===== src/rtl/hbc_pkg.sv =====
// rtl/hbc_pkg.sv - shared types and constants for the hbc two-master arbiter
package hbc_pkg;

    typedef enum logic [1:0] {
        IDLE  = 2'd0,
        ISSUE = 2'd1,
        RESP  = 2'd2
    } state_t;

    localparam int M0 = 0;
    localparam int M1 = 1;

    localparam int DEFAULT_TIMEOUT = 4096;

    typedef struct packed {
        logic        cfg;
        logic [3:0]  wstrb;
        logic [31:0] addr;
        logic [31:0] wdata;
    } req_t;

endpackage


===== src/rtl/hbc_rr_arb.sv =====
// rtl/hbc_rr_arb.sv - 2-way grant with registered last-grant pointer
module hbc_rr_arb
    import hbc_pkg::*;
#(
    parameter bit RR_EN = 1'b1
) (
    input  logic       i_clk,
    input  logic       i_rst,
    input  logic [1:0] i_req,
    input  logic       i_update,
    input  logic       i_owner,
    output logic [1:0] o_grant
);

    logic r_last;

    // last-granted pointer; starts at m1 so m0 takes the first tie
    always_ff @(posedge i_clk or posedge i_rst) begin
        if (i_rst) begin
            r_last <= 1'(M1);
        end else if (i_update) begin
            r_last <= i_owner;
        end
    end

    // one-hot winner: single requester wins outright, ties go by mode
    always_comb begin
        o_grant = i_req;
        if (i_req == 2'b11) begin
            if (RR_EN && (r_last == 1'(M0))) begin
                o_grant = 2'b10;
            end else begin
                o_grant = 2'b01;
            end
        end
    end

endmodule


===== src/rtl/hbc_arbiter.sv =====
// rtl/hbc_arbiter.sv - shares the hbc memory/config port between two masters
module hbc_arbiter
    import hbc_pkg::*;
#(
    parameter bit RR_EN   = 1'b1,
    parameter int TIMEOUT = DEFAULT_TIMEOUT,
    parameter int TO_W    = 13
) (
    input  logic        i_clk,
    input  logic        i_rst,
    input  logic        i_m0_valid,
    input  logic        i_m0_cfg,
    input  logic [3:0]  i_m0_wstrb,
    input  logic [31:0] i_m0_addr,
    input  logic [31:0] i_m0_wdata,
    output logic        o_m0_ready,
    output logic [31:0] o_m0_rdata,
    input  logic        i_m1_valid,
    input  logic        i_m1_cfg,
    input  logic [3:0]  i_m1_wstrb,
    input  logic [31:0] i_m1_addr,
    input  logic [31:0] i_m1_wdata,
    output logic        o_m1_ready,
    output logic [31:0] o_m1_rdata,
    output logic        o_mem_valid,
    output logic        o_cfg_access,
    output logic [3:0]  o_mem_wstrb,
    output logic [31:0] o_mem_addr,
    output logic [31:0] o_mem_wdata,
    input  logic        i_mem_ready,
    input  logic [31:0] i_mem_rdata,
    output logic [1:0]  o_grant,
    output logic        o_timeout
);

    localparam logic [TO_W-1:0] TO_MAX = TO_W'(TIMEOUT);

    state_t          r_state;
    state_t          w_next;
    req_t            r_req;
    req_t            w_m0_req;
    req_t            w_m1_req;
    logic [1:0]      r_grant;
    logic [1:0]      w_win;
    logic            r_mem_valid;
    logic            r_m0_ready;
    logic            r_m1_ready;
    logic            r_timeout;
    logic [31:0]     r_m0_rdata;
    logic [31:0]     r_m1_rdata;
    logic [TO_W-1:0] r_cnt;
    logic [TO_W-1:0] w_cnt_nxt;
    logic            w_accept;

    assign w_m0_req  = '{cfg: i_m0_cfg, wstrb: i_m0_wstrb, addr: i_m0_addr, wdata: i_m0_wdata};
    assign w_m1_req  = '{cfg: i_m1_cfg, wstrb: i_m1_wstrb, addr: i_m1_addr, wdata: i_m1_wdata};
    assign w_accept  = (r_state == ISSUE) && i_mem_ready;
    assign w_cnt_nxt = (r_cnt == TO_MAX) ? r_cnt : r_cnt + TO_W'(1);

    // pointer only moves on a completed transfer, so an abandoned one never counts
    hbc_rr_arb #(
        .RR_EN (RR_EN)
    ) u_rr (
        .i_clk    (i_clk),
        .i_rst    (i_rst),
        .i_req    ({i_m1_valid, i_m0_valid}),
        .i_update (w_accept),
        .i_owner  (r_grant[M1]),
        .o_grant  (w_win)
    );

    // state register
    always_ff @(posedge i_clk or posedge i_rst) begin
        if (i_rst) begin
            r_state <= IDLE;
        end else begin
            r_state <= w_next;
        end
    end

    // next state: any request leaves IDLE, hbc ready ends ISSUE, RESP lasts one cycle
    always_comb begin
        w_next = r_state;
        case (r_state)
            IDLE:    if (w_win != 2'b00) w_next = ISSUE;
            ISSUE:   if (i_mem_ready)    w_next = RESP;
            RESP:    w_next = IDLE;
            default: w_next = IDLE;
        endcase
    end

    // registered outputs: capture in IDLE, hold and watch in ISSUE, release in RESP
    always_ff @(posedge i_clk or posedge i_rst) begin
        if (i_rst) begin
            r_req       <= '0;
            r_grant     <= 2'b00;
            r_mem_valid <= 1'b0;
            r_m0_ready  <= 1'b0;
            r_m1_ready  <= 1'b0;
            r_m0_rdata  <= '0;
            r_m1_rdata  <= '0;
            r_timeout   <= 1'b0;
            r_cnt       <= '0;
        end else begin
            case (r_state)
                IDLE: begin
                    if (w_win != 2'b00) begin
                        r_req       <= w_win[M1] ? w_m1_req : w_m0_req;
                        r_grant     <= w_win;
                        r_mem_valid <= 1'b1;
                        r_cnt       <= '0;
                    end
                end
                ISSUE: begin
                    if (TIMEOUT != 0) begin
                        r_cnt <= w_cnt_nxt;
                        if (w_cnt_nxt == TO_MAX) r_timeout <= 1'b1;
                    end
                    if (i_mem_ready) begin
                        r_mem_valid <= 1'b0;
                        if (r_grant[M1]) begin
                            r_m1_rdata <= i_mem_rdata;
                            r_m1_ready <= 1'b1;
                        end else begin
                            r_m0_rdata <= i_mem_rdata;
                            r_m0_ready <= 1'b1;
                        end
                    end
                end
                RESP: begin
                    r_m0_ready <= 1'b0;
                    r_m1_ready <= 1'b0;
                    r_grant    <= 2'b00;
                end
                default: begin
                    r_mem_valid <= 1'b0;
                end
            endcase
        end
    end

    assign o_mem_valid  = r_mem_valid;
    assign o_cfg_access = r_req.cfg;
    assign o_mem_wstrb  = r_req.wstrb;
    assign o_mem_addr   = r_req.addr;
    assign o_mem_wdata  = r_req.wdata;
    assign o_grant      = r_grant;
    assign o_m0_ready   = r_m0_ready;
    assign o_m1_ready   = r_m1_ready;
    assign o_m0_rdata   = r_m0_rdata;
    assign o_m1_rdata   = r_m1_rdata;
    assign o_timeout    = r_timeout;

endmodule

===== config.mk =====
export PLATFORM = sky130hd
export DESIGN_NAME = hbc_arbiter
export DESIGN_NICKNAME = d
export VERILOG_FILES = /design/src/rtl/hbc_pkg.sv /design/src/rtl/hbc_rr_arb.sv /design/src/rtl/hbc_arbiter.sv
export SDC_FILE = /design/constraint.sdc
export NUM_CORES = 1
export LEC_CHECK = 0
export ABC_AREA = 1
export CORE_ASPECT_RATIO = 1.75
export CORE_MARGIN = 2
export CORE_UTILIZATION = 42
export DETAILED_ROUTE_END_ITERATION = 16
export PLACE_DENSITY = 0.88
export SYNTH_ARGS = -nofsm -noshare
export SYNTH_HDL_FRONTEND = slang
export SYNTH_SLANG_ARGS = --single-unit

===== constraint.sdc =====
create_clock -name i_clk -period 6.7 [get_ports i_clk]
set_input_delay 0.67 -clock i_clk [delete_from_list [all_inputs] [get_ports i_clk]]
set_output_delay 0.67 -clock i_clk [all_outputs]
set_load 0.01 [all_outputs]

# Word-level counts from Yosys, hierarchy flattened
# Cells that the tools add are included.
# totals
register_bits,155
in_bits,175
# op_classes
add_sub_neg,1
eq_ne,9
n_mux,20
n_bitwise,2
reduce_logical,16
# ops
cell,count
69-bit 2-to-1 mux,1
13-bit == test (second input constant),2
13-bit 2-to-1 mux,2
13-bit one-hot mux with 2 select lines,1
3-bit AND reduction,5
13-bit by 1-bit adder with 13-bit output (second input constant),1
2-bit 2-to-1 mux,5
2-bit AND reduction,5
2-bit != test (second input constant),4
2-bit one-hot mux with 2 select lines,2
2-bit nonzero test,4
1-bit 2-to-1 mux,6
2-bit == test (second input constant),2
1-bit one-hot mux with 2 select lines,2
1-bit one-hot mux with 3 select lines,1
2-bit by 1-bit == test with 1-bit output (second input constant),1
2-bit logical NOT,1
1-bit NOT,2
1-bit logical AND,1

# Logic depth before layout (Yosys ltp)
# Gate-level depths: netlist of run 1.
# logic_depth
ltp_word,5
mapped_depth,12

# Cells and area by module
# A second synthesis of run 1 with hierarchy kept.
# unflattened
cells_unflattened,794
hier_area_um2,6990.5
# modules_own_cells
mod,instances,cells_per_inst,area_each_um2
hbc_arbiter,1,783,6924.1
hbc_rr_arb,1,11,66.3

# Worst setup path after synthesis of run 1
# Ideal clock, no wire load.
# synth_path
path_kind,input -> register
start,in i_m1_valid
end,"reg r_req, in the netlist o_mem_addr[23]"
setup_time_ns,0.130
arrival_time_ns,1.487
required_ns,6.570
slack_ns,5.083
path_stages,7
path_cell_list,buf_2 > nand2_1 > nand3_1 > nand2_1 > buf_2 > buf_2 > a31oi_1
# synth_via
elab_chain_cells,4
word_cells_on_any_way,5
classes_between,eq/ne (1); mux (2); reduce/logical (2)
# synth_lines
element,line,text
"start, declared",hbc_arbiter.sv:18,"input logic i_m1_valid,"
2-bit == test,hbc_rr_arb.sv:29,if (i_req == 2'b11) begin
2-bit 2-to-1 mux *,hbc_rr_arb.sv:29,
2-bit nonzero test,hbc_arbiter.sv:107,if (w_win != 2'b00) begin
2-bit AND reduction (no source line),-,
"end signal, assigned",hbc_arbiter.sv:108,r_req <= w_win[M1] ? w_m1_req : w_m0_req;
"end, declared",hbc_arbiter.sv:40,req_t r_req;
# Mark *: on every way between the ends. The rest lies on a longest branch, timed or not.
# A chain may end at the register's enable or synchronous reset.

# Final worst setup path of run 1
# layout_path
start,in i_m1_valid
end,"reg r_req, in the netlist o_mem_wdata[23]"
# The elaborated chain is that of the path after synthesis.

==> out/qor.txt, run 1 <==
DRT Pass-1 Iters: 5
Layout area overhead: 52.5%
CTS sink cnt: 155
CP Capture Type: flip-flop
Skew final: 0.0107 ns
Global route overflow: 0
Final setup viols: 0
Worst Hold Launch: o_m0_rdata[16]
Iter 0 DRT Violations: 393
Vias per inst: 5.16
Post-synthesis simple-gate area fraction: 0.219
Slowest stage delay, CP: 0.76 ns
Detailed Place HPWL: 15.4 mm
Outcome: finished clean
Psw: 1.73 mW
Slew @ Worst Pin: 0.889 ns
Insertion delay to the later sink of the worst-skew pair: 0.43 ns
GPL Wtd Cong: 0.869
Root buf cell: clkbuf_16
Die Area: 18,000 um2
CP startpoint: i_m1_valid
#FFs+latches synth: 155
Leakage: 4.75 nW
DRC violations left: 0
Syn Inst Count: 807
Pwr Density: 440 nW/um2
GRT Util Overall: 0.246
Pwr Total: 4.76 mW
Adder-cell area share of the yosys netlist: 0.00353
Die H: 176 um
DP Area: 10,200 um2
Cell mode on critical path: buf_4
R2r startpoint: r_state[0]
Slew Limit Fails: 0
CP delay by family, top: buffers and inverters
CTS buffer count: 17
Sw Ratio: 0.363
CP arrival: 3.07 ns
Fmax: 0.355 GHz
Worst-path clk slew: 0.06 ns
H-tree Lvls: 4
Antenna diodes: 0
Critical path class: in -> reg
Core area: 16,400 um2
Sequential fraction of the synthesis area: 0.547
Reg power frac: 0.340
Combinational Power Share: 0.451
VDD IR max: 0.000191 V
Int Pwr: 3.04 mW
Fillers: 1,287
Worst path cell trace: buf_2 > buf_4 > nand3_1 > nand2_4 > buf_4 > a31oi_1
Port Buffers: 313
RSZ-0062 raised after global routing: false
DR vias: 6,851
Final Hold Viols: 0
Setup Fix Bufs, Post-CTS: 0
Mux cell area share after synthesis: 0
HP Class: reg -> reg
Starting Density: 0.432
Slowest CP cell: buf_4
Tmin final: 2.82 ns
Site row count: 62
Post-Syn Area: 7100 um2
# nets final: 1,268
Synth cell types: 27
Design area: 10,800 um2
Critical Path RT: 6.95 ns
Max-capacitance violation count: 0
Synth warnings: 0
Fraction of layout instances using a drive strength above 1: 0.0806
First-pass GRT wire length: 34.2 mm
Vias in the first global route: 6,934
CP max FO: 99
Initial antenna violation count: 0
Post-synthesis xor/xnor area fraction: 0.00864
WL per Instance: 16.2 um
CTS tree: yes
CP startpoint kind: input pin
Syn nets: 984
Register-to-register setup slack: 4.35 ns
Relative slew margins: 0.407
Post_cts resized: 0
Largest net degree at the start of global routing: 100
Clock buffer depth: 2
Ports: 314
Setup TNS: 0 ns
Tcrit/Tclk final: 0.421
Buf+Inv Stages, Crit Path: 3
Routed Antenna Nets: 0
Main combinational cell family by area after synthesis: simple AND/OR/NAND/NOR gates
Hold-fix buffers, CTS: 0
Clock group share of total power: 0.209
Compound-cell area share of the yosys netlist: 0.141
Drt total wl: 21.6 mm
Syn_area_per_cell: 8.79 um2
Die W: 102 um
power by group through the flow:
stage          sequential, mW  combinational, mW  clock (mW)
6_report                 1.62               2.15       0.997
5_1_grt                  1.67               2.33        1.05
4_1_cts                  1.62               2.16        1.01
3_5_place_dp             1.63               2.14           0
3_3_place_gp             1.61               2.08           0
2_1_floorplan            1.78              0.882           0
cells in the final DEF (no fill, tap or decap):
master,count
ha_1,2
nor3_2,1
buf_2,1
clkdlybuf4s50_1,312
inv_1,56
inv_6,4
xor2_1,7
clkbuf_1,2
o21ai_0,11
nand2_2,3
inv_2,3
dfrtp_1,154
nor3_1,1
o21ai_2,37
clkinvlp_4,3
bufinv_16,3
nor2_1,95
clkbuf_16,17
o22ai_1,3
nand3_2,1
nand3_1,84
dfstp_2,1
nand4_1,3
buf_4,7
nand2_4,1
clkinv_2,2
nand2_1,182
a31oi_1,69
clkinv_4,2
o21ai_1,32
nor2_4,3
a21oi_1,2
cell usage after synthesis:
| cell | number | share of area |
|---|---|---|
| nand2_1 | 184 | 0.097 |
| dfrtp_1 | 154 | 0.54 |
| nor2_1 | 95 | 0.050 |
| nand3_1 | 84 | 0.059 |
| a31oi_1 | 69 | 0.061 |
| inv_1 | 57 | 0.030 |
| o21ai_2 | 37 | 0.046 |
| o21ai_1 | 32 | 0.023 |
| buf_2 | 16 | 0.011 |
| clkbuf_1 | 16 | 0.0085 |
| buf_6 | 11 | 0.017 |
| o21ai_0 | 11 | 0.0078 |
| buf_4 | 10 | 0.011 |
| xor2_1 | 7 | 0.0086 |
| inv_2 | 3 | 0.0016 |
| nand4_1 | 3 | 0.0026 |
| nor2_4 | 3 | 0.0048 |
| o22ai_1 | 3 | 0.0026 |
| a21oi_1 | 2 | 0.0014 |
| ha_1 | 2 | 0.0035 |
| nand2_2 | 2 | 0.0018 |
| buf_1 | 1 | 0.00053 |
| clkbuf_2 | 1 | 0.00070 |
| dfstp_2 | 1 | 0.0037 |
| nand3_2 | 1 | 0.0014 |
| nor3_1 | 1 | 0.00070 |
| nor3_2 | 1 | 0.0014 |
area by class of cell:
cell class | instances | area (um2) | share of cell area
clock buffer | 19 | 433 | 0.0400
clock inverter | 13 | 166 | 0.0154
inverter | 60 | 230 | 0.0213
multi-input combinational | 537 | 2650 | 0.245
sequential | 155 | 3880 | 0.358
tap | 224 | 280 | 0.0259
timing repair buffer | 320 | 3180 | 0.294
metal layers:
| metal | vias up | wire [um] | global-route usage |
|---|---|---|---|
| met5 | - | 0 | 0 |
| met4 | 0 | 1430 | 0.160 |
| met1 | 3195 | 7260 | 0.253 |
| met2 | 338 | 11500 | 0.433 |
| met3 | 91 | 1340 | 0.0602 |
| li1 | 3227 | - | - |
sequential cells by signal, indices dropped and copies added, names as in the netlist:
register,flops
o_cfg_access,1
o_m0_rdata,32
o_m1_ready,1
o_mem_wstrb,4
o_mem_valid,1
o_mem_wdata,32
o_grant,2
o_m0_ready,1
u_rr.r_last,1
r_state,2
o_timeout,1
o_m1_rdata,32
r_cnt,13
o_mem_addr,32
worst min-delay path, stage by stage, from the launching register on:
cell and delay [ns]:
dfrtp_1 0.34, nand2_1 0.06, o21ai_2 0.05
kinds of logic (layout without fill, tap and decap cells):
family / after synthesis / in the layout
buf+inv: 115 / 412
compound gates: 154 / 154
xor+xnor: 7 / 7
simple gates: 374 / 374
flops: 155 / 155
fa+ha+maj: 2 / 2
through the flow:
| step | std cells | hold WS (ns) | utilization | worst slack (ns) |
|---|---|---|---|---|
| 2_1_floorplan | 807 | 0.487 | - | 1.85 |
| 3_3_place_gp | 1296 | 0.455 | 0.622 | 3.61 |
| 3_5_place_dp | 1296 | 0.467 | 0.622 | 3.52 |
| 4_1_cts | 1328 | 0.483 | 0.658 | 3.95 |
| 5_1_grt | 1328 | 0.503 | 0.658 | 3.64 |
| 6_report | 1328 | 0.480 | 0.658 | 3.88 |
path summary, 6_finish.rpt:
kind / endpoint / cells after the start
setup / recovery: o_mem_wdata[23] / 6
hold / removal: o_m0_rdata[16] / 2
setup reg to reg: o_mem_wdata[23] / 5
hold reg to reg: o_m0_rdata[16] / 2
max in group asynchronous: o_m1_rdata[0] / 3
min in group asynchronous: o_mem_wdata[25] / 2
Note: power is estimated with default switching activity, not from simulation.
==> inputs of run 2 (changes only) <==
--- a/config.mk
+++ b/config.mk
@@ -8,9 +8,9 @@
 export ABC_AREA = 1
 export CORE_ASPECT_RATIO = 1.75
 export CORE_MARGIN = 2
-export CORE_UTILIZATION = 42
+export CORE_UTILIZATION = 38
 export DETAILED_ROUTE_END_ITERATION = 16
-export PLACE_DENSITY = 0.88
+export PLACE_DENSITY = 0.85
 export SYNTH_ARGS = -nofsm -noshare
 export SYNTH_HDL_FRONTEND = slang
 export SYNTH_SLANG_ARGS = --single-unit
==> constraint.sdc (replaced) <==
create_clock -name i_clk -period 2.4 [get_ports i_clk]
set_input_delay 0.24 -clock i_clk [delete_from_list [all_inputs] [get_ports i_clk]]
set_output_delay 0.24 -clock i_clk [all_outputs]
set_load 0.01 [all_outputs]
==> out/qor.txt, run 2 (synthesis gave the netlist of run 1 again) <==
Worst path cell trace: inv_2 > nor2_4 > inv_2 > nor3_2 > inv_2 > buf_4 > nand2_1 > o21ai_2
Final Hold Viols: 0
WL per Instance: 15.5 um
Antenna diodes: 0
Starting Density: 0.385
Tmin final: 1.92 ns
Layout area overhead: 53.6%
Core area: 18,400 um2
Slowest CP cell: dfrtp_1
Slew @ Worst Pin: 0.771 ns
HP Class: in -> reg
Initial antenna violation count: 0
Fillers: 1,555
Most frequent cells in the layout: 312 x clkdlybuf4s50_1, 182 x nand2_1, 154 x dfrtp_1, 95 x nor2_1, 84 x nand3_1
Setup Fix Bufs, Post-CTS: 0
GRT Util Overall: 0.213
Relative slew margins: 0.486
Placed cell count: 1,312
DR vias: 6,684
Critical Path RT: 2.69 ns
Die H: 185 um
Largest net degree at the start of global routing: 139
Critical path class: reg -> reg
Max-capacitance violation count: 0
Pwr Density: 1220 nW/um2
Slowest stage delay, CP: 0.43 ns
CP max FO: 65
Hold-fix buffers, CTS: 0
Die W: 107 um
CTS tree: yes
Worst-path clk slew: 0.06 ns
RSZ-0062 raised after global routing: false
Worst Hold Launch: i_m1_valid
Fmax: 0.522 GHz
R2r startpoint: r_state[0]
Setup TNS: 0 ns
Slew Limit Fails: 0
CP startpoint: r_state[0]
Die Area: 19,800 um2
Drt total wl: 20.8 mm
Site row count: 66
Vias in the first global route: 6,516
Detailed Place HPWL: 15.0 mm
Routed Antenna Nets: 0
First-pass GRT wire length: 32.8 mm
CP arrival: 2.20 ns
Final Util: 0.592
Leakage: 4.78 nW
VDD IR max: 0.000638 V
H-tree Lvls: 4
Register-to-register setup slack: 0.48 ns
Multi-input combinational cell area: 2650 um2
Iter 0 DRT Violations: 366
Pwr Total: 13.3 mW
GPL Wtd Cong: 0.921
CP startpoint kind: flip-flop
Global route overflow: 0
Ports: 314
Skew final: 0.00688 ns
Vias per inst: 4.97
Final setup viols: 0
Final Non-Filler Cells: 1,344
Clock buffer depth: 2
CTS buffer count: 17
DRT Pass-1 Iters: 5
Outcome: finished clean
CTS sink cnt: 155
# nets final: 1,270
Port Buffers: 313
Fraction of layout instances using a drive strength above 1: 0.0841
Most common cell after layout, fill and taps aside: clkdlybuf4s50_1
DRC violations left: 0
CP Capture Type: flip-flop
Post_cts resized: 0
Tcrit/Tclk final: 0.798
Cell mode on critical path: inv_2
Root buf cell: clkbuf_16
Storage cell area: 3880 um2
Insertion delay to the later sink of the worst-skew pair: 0.42 ns
-- run 2: cell types whose count changed in the layout (fill, tap and decap cells not counted) --
cell      delta
buf_12       +3
clkbuf_1     -2
inv_6        +2
buf_4        -1
-- run 2: worst paths after layout --
check	end	cells after the start
max	o_m0_rdata[22]	8
max in group asynchronous	o_m1_ready	3
min in group asynchronous	o_mem_wdata[13]	3
min reg2reg	o_timeout	2
max reg2reg	o_m0_rdata[22]	8
min	o_grant[1]	3
-- run 2: critical path, delay by kind of cell (launching register included) --
| family | cells | cell delay [ns] |
|---|---|---|
| buf+inv | 4 | 0.60 |
| compound gates | 1 | 0.07 |
| flops | 1 | 0.43 |
| simple gates | 3 | 0.61 |
-- run 2: cell type report --
type	instances	area share
clock buffer	17	0.0390
timing repair buffer	322	0.297
clock inverter	15	0.0170
multi-input combinational	537	0.243
sequential	155	0.356
tap	238	0.0273
inverter	60	0.0210
-- run 2: layer usage --
metal,track usage,wire length [um]
met1,0.229,7470
met4,0.119,1040
met5,0,0
met2,0.374,11100
met3,0.0563,1260
-- run 2: power by group --
group | total, mW | internal (mW) | switching [mW] | leakage [nW]
Combinational | 5.97 | 3.05 | 2.92 | 2.62
Clock | 2.80 | 1.66 | 1.15 | 0.295
Sequential | 4.50 | 3.81 | 0.698 | 1.86
-- run 2: stage by stage --
step	hold slack (ns)	worst slack (ns)	cell area, um2
after global placement	0.454	0.528	10300
after detailed placement	0.451	0.493	10300
after CTS	0.217	0.510	10900
after floorplan	0.351	0.202	7100
after global routing	0.269	0.338	10900
final	0.229	0.484	10900
